### src/rtl/pixel_receive_interface.sv
// pixel_receive_interface: toggle-strobed pixel receiver writing a raster-checked, optionally masked stream into the frame buffer
// Clock, Resetn          : system clock, synchronous active-low reset
// enable_i               : accept frames; when low, drop back to SYNC at the next frame boundary
// pixel_in_i, pix_row_i,
// pix_col_i, strobe_i    : pixel stream; every strobe toggle is one pixel
// mask_en_i, mask_value_i: optional AND mask on pixel data
// err_clr_i              : clears the sticky error flags
// wr_en_o, wr_addr_o,
// wr_data_o              : frame-buffer write port
// frame_done_o,
// frame_count_o, busy_o  : frame progress
// err_seq_o, err_range_o : sticky raster-order and coordinate-range errors
module pixel_receive_interface #(
  parameter int IMG_W  = 320,
  parameter int IMG_H  = 240,
  parameter int PIX_W  = 12,
  parameter int ADDR_W = 17
) (
  input  logic              Clock,
  input  logic              Resetn,
  input  logic              enable_i,
  input  logic [PIX_W-1:0]  pixel_in_i,
  input  logic [7:0]        pix_row_i,
  input  logic [8:0]        pix_col_i,
  input  logic              strobe_i,
  input  logic              mask_en_i,
  input  logic [PIX_W-1:0]  mask_value_i,
  input  logic              err_clr_i,
  output logic              wr_en_o,
  output logic [ADDR_W-1:0] wr_addr_o,
  output logic [PIX_W-1:0]  wr_data_o,
  output logic              frame_done_o,
  output logic [7:0]        frame_count_o,
  output logic              busy_o,
  output logic              err_seq_o,
  output logic              err_range_o
);
  typedef enum logic {SYNC, RECV} state_t;
  localparam logic [7:0]        LAST_R = 8'(IMG_H - 1);
  localparam logic [8:0]        LAST_C = 9'(IMG_W - 1);
  localparam logic [ADDR_W-1:0] ROW_SZ = ADDR_W'(IMG_W);
  state_t             state_q;
  logic               strobe_q;
  logic               cap_valid_q;
  logic               cap_oor_q;
  logic               cap_en_q;
  logic [PIX_W-1:0]   cap_pix_q;
  logic [7:0]         cap_row_q;
  logic [8:0]         cap_col_q;
  logic [7:0]         exp_row_q;
  logic [8:0]         exp_col_q;
  logic               event_d;
  logic               oor_d;
  logic               wr_d;
  logic               last_d;
  logic               mis_d;
  logic               stay_d;
  logic [7:0]         nxt_row_d;
  logic [8:0]         nxt_col_d;
  logic [ADDR_W-1:0]  addr_d;
  always_comb begin
    event_d   = strobe_i != strobe_q;
    oor_d     = int'(pix_row_i) >= IMG_H || int'(pix_col_i) >= IMG_W;
    // SYNC only lets the top-left pixel of an enabled frame through
    wr_d      = cap_valid_q && !cap_oor_q &&
                (state_q == RECV || (cap_row_q == 8'd0 && cap_col_q == 9'd0 && cap_en_q));
    mis_d     = state_q == RECV && (cap_row_q != exp_row_q || cap_col_q != exp_col_q);
    last_d    = cap_row_q == LAST_R && cap_col_q == LAST_C;
    stay_d    = !(last_d && !cap_en_q);
    // expected position always follows the received one, so a skip resyncs
    nxt_col_d = cap_col_q == LAST_C ? 9'd0 : cap_col_q + 9'd1;
    nxt_row_d = cap_col_q != LAST_C ? cap_row_q : last_d ? 8'd0 : cap_row_q + 8'd1;
    addr_d    = ADDR_W'(cap_row_q) * ROW_SZ + ADDR_W'(cap_col_q);
  end
  always_ff @(posedge Clock) begin
    if (!Resetn) begin
      state_q       <= SYNC;
      strobe_q      <= 1'b0;
      cap_valid_q   <= 1'b0;
      cap_oor_q     <= 1'b0;
      cap_en_q      <= 1'b0;
      cap_pix_q     <= '0;
      cap_row_q     <= '0;
      cap_col_q     <= '0;
      exp_row_q     <= '0;
      exp_col_q     <= '0;
      wr_en_o       <= 1'b0;
      wr_addr_o     <= '0;
      wr_data_o     <= '0;
      frame_done_o  <= 1'b0;
      frame_count_o <= '0;
      busy_o        <= 1'b0;
      err_seq_o     <= 1'b0;
      err_range_o   <= 1'b0;
    end else begin
      strobe_q    <= strobe_i;
      cap_valid_q <= event_d;
      if (event_d) begin
        cap_pix_q <= mask_en_i ? (pixel_in_i & mask_value_i) : pixel_in_i;
        cap_row_q <= pix_row_i;
        cap_col_q <= pix_col_i;
        cap_oor_q <= oor_d;
        cap_en_q  <= enable_i;
      end
      wr_en_o      <= wr_d;
      frame_done_o <= wr_d && last_d;
      if (wr_d) begin
        wr_addr_o <= addr_d;
        wr_data_o <= cap_pix_q;
        exp_row_q <= nxt_row_d;
        exp_col_q <= nxt_col_d;
        state_q   <= stay_d ? RECV : SYNC;
        busy_o    <= stay_d;
      end
      if (wr_d && last_d)
        frame_count_o <= frame_count_o + 8'd1;
      // a new error in the same cycle as a clear still lands
      err_seq_o   <= (wr_d && mis_d) || (err_seq_o && !err_clr_i);
      err_range_o <= (cap_valid_q && cap_oor_q) || (err_range_o && !err_clr_i);
    end
  end
endmodule
### config.mk
export PLATFORM = sky130hd
export DESIGN_NAME = pixel_receive_interface
export DESIGN_NICKNAME = d
export VERILOG_FILES = /design/src/rtl/pixel_receive_interface.sv
export SDC_FILE = /design/constraint.sdc
export NUM_CORES = 1
export LEC_CHECK = 0
export CORE_MARGIN = 2
export CORE_UTILIZATION = 25
export DETAILED_ROUTE_END_ITERATION = 6
export GPL_ROUTABILITY_DRIVEN = 1
export SKIP_CTS_REPAIR_TIMING = 1
export SYNTH_ARGS = -nofsm -noshare
export SYNTH_HDL_FRONTEND = slang
export SYNTH_SLANG_ARGS = --single-unit
### constraint.sdc
create_clock -name Clock -period 3.1 [get_ports Clock]
set_input_delay 0.62 -clock Clock [delete_from_list [all_inputs] [get_ports Clock]]
set_output_delay 0.62 -clock Clock [all_outputs]
set_load 0.01 [all_outputs]
## After elaboration in Yosys (flattened, before gate mapping)

Cells that the tools add are included.
W data, S select, Z words.

| operators by class | value |
|---|---|
| $add $sub $neg | 4 |
| multiplexer cells | 5 |
| bitwise gates (word level) | 1 |
| equality and inequality tests | 6 |
| multipliers | 1 |
| reduce and logical (&&, ||, !) cells | 23 |
| $lt $le $gt $ge | 2 |

Operators with widths:

| cell | number |
|---|---|
| $add A17 B9 Y17 | 1 |
| $add A8 B1 Y8 const B | 2 |
| $mux W8 | 2 |
| $and A12 B12 Y12 | 1 |
| $logic_and A1 B1 Y1 | 12 |
| $mux W12 | 1 |
| $mul A8 B3 Y11 const B | 1 |
| $add A9 B1 Y9 const B | 1 |
| $eq A9 B9 Y1 const B | 1 |
| $ge A9 B9 Y1 const B | 1 |
| $logic_not A9 Y1 | 1 |
| $mux W9 | 1 |
| $ne A9 B9 Y1 | 1 |
| $ne A9 B9 Y1 const B | 1 |
| $eq A8 B8 Y1 const B | 1 |
| $ge A8 B8 Y1 const B | 1 |
| $logic_not A8 Y1 | 1 |
| $ne A8 B8 Y1 | 1 |
| $logic_or A1 B1 Y1 | 5 |
| $logic_not A1 Y1 | 4 |
| $mux W1 | 1 |
| $ne A1 B1 Y1 | 1 |

| word-level totals | value |
|---|---|
| word-level logic and storage cells | 60 |
| register bits after elaboration | 93 |
| bits of input ports | 47 |
| output and inout bits | 42 |

## Depth between registers and ports, before layout

| depth | value |
|---|---|
| depth after elaboration | 7 |
| mapped depth | 10 |

## Worst setup path before layout

OpenSTA, ideal clock, no wires.

| timing | value |
|---|---|
| path kind | flip-flop to flip-flop |
| start point | register cap_row_q[1] |
| end point | register wr_addr_o[15] |
| library setup time | 0.123 ns |
| arrival time | 2.371 ns |
| stages on the path, launching flop included | 9 |
| period minus slack after synthesis | 2.494 ns |
| path slack | 0.606 ns |
| cell sequence | dfxtp_1 > ha_1 > ha_1 > fa_1 > a211oi_1 > nor2_1 > o311ai_0 > nand4_1 > nor3b_1 |

| on the way | value |
|---|---|
| longest elaborated chain between the ends | 5 |
| elaborated cells between the ends (all ways) | 7 |
| classes of those cells | 1 x add/sub; 1 x mul; 5 x reduce/logical |

Ends and longest elaborated chain:

| item | RTL line | text |
|---|---|---|
| start: declaration | 48 | `logic [7:0] cap_row_q;` |
| start signal: assignment | 100 | `cap_row_q <= pix_row_i;` |
| parallel branches: the longest is 5 deep, another holds $add A17 B9 Y17 | -- |  |
| end signal: assignment | 108 | `wr_addr_o <= addr_d;` |
| end: declaration | 30 | `output logic [ADDR_W-1:0] wr_addr_o,` |

Parallel ways; which one is timed is not known.
A chain may end at the register's enable or synchronous reset.

## Final worst setup path

| timing | value |
|---|---|
| start point | register cap_row_q[2] |
| end point | register wr_addr_o[15] |

Same word-level chain as after synthesis.

==> out/summary.md <==
### Layout
- nets: 729
- Finished Layout Cells: 893
- Synth-to-Final Area Change: 33.3%
- antenna cells: 0
- share of final-layout standard cells stronger than drive strength 1: 6.93%
- Final Util: 34.1%

### Detailed routing
- Detailed Routing Iterations Pass 1: 4
- routed length per placed instance: 14.1 um
- Total Wirelength: 12600 um
- DRC errors left: 0
- drt via density: 4.71
- ANT nets after route: 0
- iteration-0 DRC count of the detailed router: 206
- via count: 4209

### Power
- clock network fraction of total power: 42.2%
- Power per Cell Area: 458 nW/um^2
- Max VDD drop: 0.230 mV
- Int Pwr: 2.10 mW
- Gate power share: 13.3%
- Pleak: 2.15 nW
- fraction of power spent switching nets: 25.1%
- sequential fraction of design power: 44.5%
- net load switching power: 0.704 mW

### Synth
- post-synthesis sequential element count: 92
- post-synthesis sequential area ratio: 40.1%
- mean instance size in the synthesized netlist: 7.90 um^2
- dominant combinational cell family by area after synthesis: simple AND/OR/NAND/NOR gates
- area of the mapped netlist: 4590 um^2
- post-synthesis share of cell area spent on xor and xnor gates: 6.29%
- distinct cell type count of the synthesized netlist: 47
- cell taking the most area after synthesis: dfxtp_1
- number of cells produced by synthesis: 581
- fraction of post-synthesis cell area in the top cell type by area: 40.1%
- post-synthesis share of cell area spent on and, or, nand and nor gates: 24.8%
- compound-cell area share of the yosys netlist: 17.4%
- share of synthesized cell area in full adder, half adder and majority cells: 6.32%
- Post-synth ARST share: 0%
- most frequently used cell type in the post-synthesis netlist: nand2_1
- count of yosys warnings during synthesis: 0
- cell types occupying the most area after synthesis: dfxtp_1, nand2_1, a21oi_1
- syn nets: 650
- mux share of post-synthesis cell area: 0.436%
- synth cell count leaders: nand2_1, dfxtp_1, a21oi_1
- number of synthesized flops with an enable pin: 0
- primary flip-flop cell chosen by synthesis mapping: dfxtp_1

### Die
- number of I/O pins: 89
- Initial Utilization: 25.6%
- area of the core: 18000 um^2
- Die W: 140 um
- number of rows in the core area: 49
- Vert. Die Dim: 140 um
- Total Die Area: 19500 um^2

### Clock network
- H-tree levels: 3
- clock sink total: 92
- clock tree root buffer cell: clkbuf_16
- clock-pin transition on the worst setup and hold timing paths: 0.07 ns
- clock insertion delay at the later pin of the skew report: 0.34 ns
- CTS tree: done
- Max Buffers Root-to-Sink: 2
- clock buffers created by TritonCTS: 9

### Worst setup path
- element type at the critical path start: flop
- cell family contributing the most delay on the critical path: compound AO/OA/AOI/OAI gates
- WP data arrival: 2.96 ns
- slowest CP cell: a221oi_1
- delay of the slowest cell on the worst path: 0.56 ns
- critical path buffer and inverter count: 0
- element type at the critical path end: flop
- beginning of the critical path: cap_row_q[2]
- required time of the critical path: 3.36 ns
- worst setup path category: reg2reg
- Max Fanout on Critical Path: 7
- reg-to-reg critical path startpoint: cap_row_q[2]
- list of cells traversed by the critical path: ha_1, ha_1, a211oi_1, o21ai_0, a221oi_1, a211oi_1, nor3b_1

### Timing
- transition at the pin with the smallest max-transition slack: 0.738 ns
- number of endpoints with negative hold slack in the final report: 0
- worst rel slew slack: 50.4%
- final total negative setup slack: 0 ns
- shortest clock period the worst path allows after layout: 2.70 ns
- highest achievable clock rate: 370 MHz
- RSZ-0062 raised after global routing: false
- tightest hold margin: 0.449 ns
- count of endpoints failing setup in the final report: 0
- Fin Clk Skew: 0.00983 ns
- final count of pins violating max slew: 0
- final cycle utilization of the critical path: 87.2%

### Global route
- initial antenna violation count: 0
- maximum number of pins on one net before global-route repair: 31
- first-pass GRT wire length: 20400 um
- overall overflow remaining after global route: 0
- via count of the first global-routing pass: 3950
- total track usage: 12.8%

### Hold path
- origin of the worst min-delay path: wr_addr_o[6]
- class of the most critical hold timing path: reg2reg

### Place
- number of placed instances, taps included: 878
- routability cong.: 0.816
- detailed placement HPWL: 9400 um
- number of buffers inserted by port buffering: 88

### Run status
- outcome: complete, no violations

### Job
- Max-cap violations: 0

worst reg2reg max path, stage by stage, from the launching register on:
cell	delay [ns]
dfxtp_1	0.48
ha_1	0.32
ha_1	0.32
a211oi_1	0.38
o21ai_0	0.20
a221oi_1	0.56
a211oi_1	0.15
nor3b_1	0.23
routing by layer:
metal  global-route usage [%]  share of wire (%)  vias up
li1                         -                  -     2194
met1                     17.8                 49     1922
met2                     19.8                 45       76
met3                     2.06                3.7       17
met4                     5.21                2.3        0
met5                        0                  0        -
per-stage QoR:
stage	setup slack (ns)	instance area (um^2)	power, mW
after floorplan	0.606	4590	1.50
after global placement	0.477	5810	1.65
after detailed placement	0.443	5810	1.65
after CTS	0.427	6120	2.84
after global routing	0.180	6120	2.93
final	0.397	6120	2.81
cell families (layout without fill, tap and decap cells):
group | after synthesis | in the layout
and+or+nand+nor | 241 | 241
AOI/OAI and AO/OA | 136 | 136
DFF | 92 | 92
buffers and inverters | 55 | 138
xor gates and xnor gates | 33 | 33
adders and majority gates | 22 | 22
muxes | 2 | 2
cells in the final DEF (no fill, tap or decap), drive strengths merged, types with 11 or more instances in the layout:
| master | Yosys | routed |
|---|---|---|
| nor2 | 24 | 24 |
| clkdlybuf4s50 | 0 | 88 |
| ha | 20 | 20 |
| nand3 | 33 | 33 |
| o21ai | 19 | 19 |
| nand2b | 16 | 16 |
| dfxtp | 92 | 92 |
| a211oi | 11 | 11 |
| a21oi | 77 | 77 |
| xnor2 | 27 | 27 |
| nand2 | 114 | 114 |
| inv | 10 | 12 |
| buf | 5 | 25 |
state kept, by name, indices dropped and copies added, names as in the netlist, 8 cells and up:
name / flops
cap_pix_q: 12
wr_data_o: 12
wr_addr_o: 17
cap_row_q: 8
cap_col_q: 9
exp_row_q: 8
frame_count_o: 8
exp_col_q: 9
final cells by class:
cell class                      instances  area (um^2)
Fill cell                            1894        11800
Multi-Input combinational cell        434         2560
Sequential cell                        92         1840
Timing Repair Buffer                  113         1080
Tap cell                              229          287
Clock buffer                           10          229
Clock inverter                          5         85.1
Inverter                               10         37.5
worst paths after layout:
kind	endpoint	slack (ns)	depth (start not counted)
setup / recovery	wr_addr_o[15]	0.40	7
hold reg to reg	wr_addr_o[6]	0.45	2
setup reg to reg	wr_addr_o[15]	0.40	7
hold / removal	wr_addr_o[6]	0.45	2
power groups by stage:
stage	Sequential, mW	Combinational (mW)	Clock, mW
6_report	1.25	0.374	1.18
5_1_grt	1.25	0.415	1.26
4_1_cts	1.25	0.377	1.21
3_5_place_dp	1.27	0.375	0
3_3_place_gp	1.27	0.377	0
2_1_floorplan	1.26	0.237	0
No activity file was read; power rests on OpenSTA's default activity.
